`src/rtl/controle_entrada_saida.sv`:
```
// I/O controller: debounced confirm button, input-capture handshake that stalls the PC,
// and a latched 32-bit display register for output instructions.
module controle_entrada_saida #(
  parameter int unsigned DEBOUNCE   = 4,
  parameter int unsigned LARGURA_SW = 16
) (
  input  logic                  clock,
  input  logic                  reset,
  input  logic [4:0]            opcode,
  input  logic                  botao,
  input  logic [LARGURA_SW-1:0] switches,
  input  logic [31:0]           regDado,
  output logic                  pcHold,
  output logic [31:0]           dadoEntrada,
  output logic                  escritaEntrada,
  output logic [31:0]           display,
  output logic                  displayValido,
  output logic [2:0]            estado
);

  localparam logic [4:0] OP_ENTRADA = 5'd19;
  localparam logic [4:0] OP_SAIDA   = 5'd20;
  localparam logic [7:0] CNT_LIMITE = 8'(DEBOUNCE - 1);

  typedef enum logic [2:0] {
    OCIOSO    = 3'd0,
    ESPERA    = 3'd1,
    CAPTURA   = 3'd2,
    LIBERA    = 3'd3,
    CONCLUIDO = 3'd4
  } estadoT;

  estadoT     estadoAtual, proxEstado;
  logic       sync1, sync2;
  logic       botaoDeb;
  logic [7:0] contDeb;
  logic       armado;

  always_ff @(posedge clock or posedge reset) begin
    if (reset) begin
      sync1 <= 1'b0;
      sync2 <= 1'b0;
    end else begin
      sync1 <= botao;
      sync2 <= sync1;
    end
  end

  // The debounced level toggles only after the synchronized level has disagreed for DEBOUNCE cycles.
  always_ff @(posedge clock or posedge reset) begin
    if (reset) begin
      botaoDeb <= 1'b0;
      contDeb  <= '0;
    end else if (sync2 != botaoDeb) begin
      if (contDeb == CNT_LIMITE) begin
        botaoDeb <= ~botaoDeb;
        contDeb  <= '0;
      end else begin
        contDeb <= contDeb + 8'd1;
      end
    end else begin
      contDeb <= '0;
    end
  end

  // Armed once the button is seen released in ESPERA, so a press held from before never captures.
  always_ff @(posedge clock or posedge reset) begin
    if (reset) begin
      armado <= 1'b0;
    end else if (estadoAtual == ESPERA) begin
      armado <= armado | ~botaoDeb;
    end else begin
      armado <= 1'b0;
    end
  end

  always_ff @(posedge clock or posedge reset) begin
    if (reset) begin
      estadoAtual <= OCIOSO;
    end else begin
      estadoAtual <= proxEstado;
    end
  end

  always_comb begin
    proxEstado = estadoAtual;
    unique case (estadoAtual)
      OCIOSO:    if (opcode == OP_ENTRADA) proxEstado = ESPERA;
      ESPERA:    if (botaoDeb && armado) proxEstado = CAPTURA;
      CAPTURA:   proxEstado = LIBERA;
      LIBERA:    if (!botaoDeb) proxEstado = CONCLUIDO;
      CONCLUIDO: proxEstado = OCIOSO;
      default:   proxEstado = OCIOSO;
    endcase
  end

  always_comb begin
    pcHold         = 1'b0;
    escritaEntrada = 1'b0;
    estado         = estadoAtual;
    if (!reset) begin
      unique case (estadoAtual)
        OCIOSO:                  pcHold = (opcode == OP_ENTRADA);
        ESPERA, CAPTURA, LIBERA: pcHold = 1'b1;
        default:                 pcHold = 1'b0;
      endcase
    end
    escritaEntrada = (estadoAtual == CAPTURA);
  end

  always_ff @(posedge clock or posedge reset) begin
    if (reset) begin
      dadoEntrada <= '0;
    end else if (estadoAtual == ESPERA && proxEstado == CAPTURA) begin
      dadoEntrada <= 32'(switches);
    end
  end

  always_ff @(posedge clock or posedge reset) begin
    if (reset) begin
      display       <= '0;
      displayValido <= 1'b0;
    end else if (opcode == OP_SAIDA &&
                 (estadoAtual == OCIOSO || estadoAtual == CONCLUIDO)) begin
      display       <= regDado;
      displayValido <= 1'b1;
    end
  end

endmodule

```
`config.mk`:
```
export PLATFORM = sky130hd
export DESIGN_NAME = controle_entrada_saida
export DESIGN_NICKNAME = d
export VERILOG_FILES = /design/src/rtl/controle_entrada_saida.sv
export SDC_FILE = /design/constraint.sdc
export NUM_CORES = 1
export LEC_CHECK = 0
export ABC_AREA = 0
export CORE_MARGIN = 2
export CORE_UTILIZATION = 41
export DETAILED_ROUTE_END_ITERATION = 8
export MAX_ROUTING_LAYER = met4
export PLACE_DENSITY_LB_ADDON = 0.25
export SLEW_MARGIN = 20
export SYNTH_ARGS = -nofsm -noshare
export SYNTH_HDL_FRONTEND = slang
export SYNTH_SLANG_ARGS = --single-unit
```
`constraint.sdc`:
```
create_clock -name clock -period 2.49 [get_ports clock]
set_clock_uncertainty 0.15 [all_clocks]
set_input_delay 0.498 -clock clock [delete_from_list [all_inputs] [get_ports clock]]
set_output_delay 0.498 -clock clock [all_outputs]
set_load 0.1 [all_outputs]
```
==> report_table.html <==
<table>
<tr><th>Metric</th><th>Value</th></tr>
<tr><th colspan="2">Place</th></tr>
<tr><td>Worst slack at placement</td><td>-0.00184 ns</td></tr>
<tr><td>Weighted congestion at the end of routability-driven global placement</td><td>0.805</td></tr>
<tr><td>Half-perimeter wire length of the detailed placement result</td><td>4160 um</td></tr>
<tr><td>Number of port buffers</td><td>between 100 and 150</td></tr>
<tr><th colspan="2">Detailed routing</th></tr>
<tr><td>Number of detailed-route iterations in the first pass</td><td>4</td></tr>
<tr><td>Routed vias</td><td>1,826</td></tr>
<tr><td>Vias per cell</td><td>approximately 4.7</td></tr>
<tr><td>Routed Antenna Nets</td><td>0</td></tr>
<tr><td>Violation count after the first detailed-route iteration</td><td>76</td></tr>
<tr><td>DRC violation count after routing</td><td>0</td></tr>
<tr><td>Detailed-route wire length</td><td>roughly 5500 um</td></tr>
<tr><td>Mean routed wirelength per cell</td><td>~14 um</td></tr>
<tr><th colspan="2">Critical path</th></tr>
<tr><td>Number of cells traversed by the worst register-to-register path</td><td>3</td></tr>
<tr><td>Highest fanout seen on the critical path</td><td>2</td></tr>
<tr><td>CP max-delay cell</td><td>clkdlybuf4s50_1</td></tr>
<tr><td>Highest cell delay on the worst timing path</td><td>0.49 ns</td></tr>
<tr><td>Worst Setup Path Type</td><td>input pin to output port</td></tr>
<tr><td>Setup crit start kind</td><td>input pin</td></tr>
<tr><td>Crit path cell chain</td><td>clkdlybuf4s50_1, nand4b_1, o21ai_2, nor3b_4, buf_12</td></tr>
<tr><td>Nature of the critical path endpoint</td><td>output port</td></tr>
<tr><td>Crit path DAT</td><td>1.72 ns</td></tr>
<tr><td>Worst EP required</td><td>1.84 ns</td></tr>
<tr><th colspan="2">Synth</th></tr>
<tr><td>Post-synthesis area per instance</td><td>14.4 um2</td></tr>
<tr><td>Post-synth EDFFs</td><td>0</td></tr>
<tr><td>Combined area of all synthesized cells</td><td>0.00271 mm2</td></tr>
<tr><td>Synth warn</td><td>0</td></tr>
<tr><td>Simple logic cell fraction of the synthesized area</td><td>6.98%</td></tr>
<tr><td>Synth Area in XOR/XNOR</td><td>1.29%</td></tr>
<tr><td>Leading register cell type out of synthesis</td><td>dfrtp_1</td></tr>
<tr><td>Post-synthesis share of cell area spent on full adders, half adders and majority gates</td><td>0.462%</td></tr>
<tr><td>Synthesized-area fraction occupied by ao, oa, aoi and oai cells</td><td>3.10%</td></tr>
<tr><td>Fraction of the yosys area taken by sequential cells</td><td>59.1%</td></tr>
<tr><td>Share of synthesized area spent on multiplexers</td><td>21.3%</td></tr>
<tr><td>Mapped Cells</td><td>between 150 and 200</td></tr>
<tr><td>Combinational family with the most area after synthesis</td><td>multiplexers</td></tr>
<tr><td>Register bit total from synthesis</td><td>64</td></tr>
<tr><td>Synth unique cells</td><td>33</td></tr>
<tr><td>Fraction of synthesis flops using an asynchronous set or reset pin</td><td>100%</td></tr>
<tr><th colspan="2">Hold path</th></tr>
<tr><td>Hold Path Cell Cnt</td><td>0</td></tr>
<tr><td>Tightest Hold Check Type</td><td>flip-flop to flip-flop</td></tr>
<tr><th colspan="2">Global route</th></tr>
<tr><td>Global routing usage summed across all routing layers</td><td>approximately 16%</td></tr>
<tr><td>Wire length of the first global-routing pass</td><td>8910 um</td></tr>
<tr><td>Maximum number of pins on one net before global-route repair</td><td>34</td></tr>
<tr><td>Via count of the first global-routing pass</td><td>1,867</td></tr>
<tr><td>Global route overflow</td><td>0</td></tr>
<tr><td>Antenna violations before repair</td><td>0</td></tr>
<tr><th colspan="2">Cells and area</th></tr>
<tr><td>Layout overhead on the synthesized area</td><td>46.0%</td></tr>
<tr><td>Share of final-layout standard cells stronger than drive strength 1</td><td>42.6%</td></tr>
<tr><td>Final antenna diode count</td><td>0</td></tr>
<tr><td>Number of nets at the end of the flow</td><td>roughly 360</td></tr>
<tr><th colspan="2">Floorplan</th></tr>
<tr><td>Area enclosed by the die boundary</td><td>0.00727 mm2</td></tr>
<tr><td>Initial core utilization</td><td>42.4%</td></tr>
<tr><td>Top-level port count</td><td>126</td></tr>
<tr><td>Floorplan die width</td><td>85.3 um</td></tr>
<tr><td>CORE AREA</td><td>0.00639 mm2</td></tr>
<tr><td>Standard-cell row count</td><td>29</td></tr>
<tr><td>Vert. Die Dim</td><td>roughly 85 um</td></tr>
<tr><th colspan="2">Flow run</th></tr>
<tr><td>Max cap viols</td><td>0</td></tr>
<tr><th colspan="2">STA</th></tr>
<tr><td>Final critical-path share of the clock period</td><td>between 90% and 100%</td></tr>
<tr><td>Hold Vio Cnt, Final</td><td>0</td></tr>
<tr><td>Unrepaired setup endpoints after global routing</td><td>false</td></tr>
<tr><td>Final Setup Violations</td><td>0</td></tr>
<tr><td>Highest Clock Rate</td><td>422 MHz</td></tr>
<tr><td>Slew Limit Fails</td><td>0</td></tr>
<tr><td>Min cycle time layout</td><td>2.37 ns</td></tr>
<tr><td>Least setup slack across all paths after layout</td><td>0.120 ns</td></tr>
<tr><th colspan="2">Clocking</th></tr>
<tr><td>Max Root-Sink Buffers</td><td>2</td></tr>
<tr><td>Total clock buffers created by CTS</td><td>9</td></tr>
<tr><td>Clock transition at the registers of the reported paths</td><td>0.07 ns</td></tr>
<tr><td>Master cell of the clock root buffer</td><td>clkbuf_8</td></tr>
<tr><td>TritonCTS sink count</td><td>64</td></tr>
<tr><td>CTS H-Tree Depth</td><td>3</td></tr>
<tr><td>CTS tree</td><td>done</td></tr>
<tr><td>Clock latency on the worst-skew pair</td><td>0.33 ns</td></tr>
<tr><th colspan="2">Status</th></tr>
<tr><td>Status</td><td>finished, final reports clean</td></tr>
</table>
==> final timing paths <==
| path | from | endpoint | slack, ns |
|---|---|---|---|
| max | opcode[0] | pcHold | 0.12 |
| min | sync1$_DFF_PP0_ | sync2$_DFF_PP0_ | 0.20 |
| max reg2reg | estado[2]$_DFF_PP0_ | dadoEntrada[13]$_DFFE_PP0P_ | 0.54 |
| min reg2reg | sync1$_DFF_PP0_ | sync2$_DFF_PP0_ | 0.20 |
| max in group asynchronous | reset | display[15]$_DFFE_PP0P_ | 1.11 |
| min in group asynchronous | reset | estado[0]$_DFF_PP0_ | 0.42 |
==> logic make-up (layout without fill, tap and decap cells) <==
logic type	Yosys count	after routing
flip-flops	64	64
other	1	16
multiplexers	48	48
adder cells (fa/ha/maj)	1	1
XOR/XNOR	4	4
AND/OR/NAND/NOR	29	29
buffers and inverters	27	134
AO/OA/AOI/OAI	14	14
==> per-stage QoR <==
stage               area [um2]  util (%)  TNS (ns)  cells  hold slack [ns]
floorplan                 2790         -         0    203            0.181
detailed placement        3740      58.6  -0.00184    371            0.191
global route              3950      61.9         0    387            0.209
finish                    3950      61.9         0    387            0.204
CTS                       3950      61.9         0    387            0.209
global placement          3740      58.6         0    371            0.183
==> sequential cells by signal (all words and copies together) (netlist names) <==
register,flops
dadoEntrada,16
estado,3
display,32
botaoDeb,1
contDeb,8
sync1,1
armado,1
displayValido,1
sync2,1
==> repair_timing <==
item / CTS / global route
resized for setup: 1 / 1
buffers inserted: 0 / 0
hold buffers: 0 / 0
hold endpoints to repair: 0 / 0
endpoints found under the setup margin: 1 / 1
==> Yosys cell counts, types with 2 or more instances <==
cell / n / area (um2)
mux2_2: 38 / 428
nor3b_1: 2 / 15.0
xor2_1: 2 / 17.5
nand2_1: 2 / 7.51
dfrtp_1: 64 / 1600
or3_1: 3 / 18.8
nand3_1: 4 / 20.0
o21ai_0: 5 / 25.0
mux2_4: 10 / 150
nor2_1: 6 / 22.5
xnor2_1: 2 / 17.5
a21oi_1: 6 / 30.0
buf_4: 17 / 128
inv_1: 6 / 22.5
buf_6: 3 / 33.8
==> per-layer routing <==
metal  wire [um]  track usage, %
met1        2470            20.8
met2        2560            24.8
met3         444            4.47
met4          54            6.93
met5           0               -
==> area by class of cell <==
type / instances / area [um2]
flip-flops and latches: 64 / 1600
clock inverters: 6 / 67.6
repair buffers: 112 / 1040
fillers: 530 / 2430
multi-input cells: 112 / 985
inverters: 6 / 22.5
clock buffers: 10 / 138
well taps: 77 / 96.3
==> cells in the final DEF, fill, tap and decap left out, types with 2 or more instances in the layout <==
master           instances
a21oi_1                  6
buf_12                   5
buf_4                   52
clkbuf_8                10
clkdlybuf4s50_1         55
clkinvlp_4               2
conb_1                  16
dfrtp_1                 62
dfrtp_2                  2
inv_1                    5
mux2_2                  38
mux2_4                  10
nand2_1                  2
nand3_1                  4
nor2_1                   6
nor3b_4                  2
o21ai_0                  4
or3_1                    3
xnor2_1                  2
xor2_1                   2
==> worst max-delay path, delay by kind of cell <==
family | cells | cell delay [ns]
simple gates | 2 | 0.37
compound gates | 1 | 0.16
buf+inv | 2 | 0.69
Power is left out: the tool's default activity adds up to more than one toggle a clock period on the data nets, which glitch-free logic cannot reach.
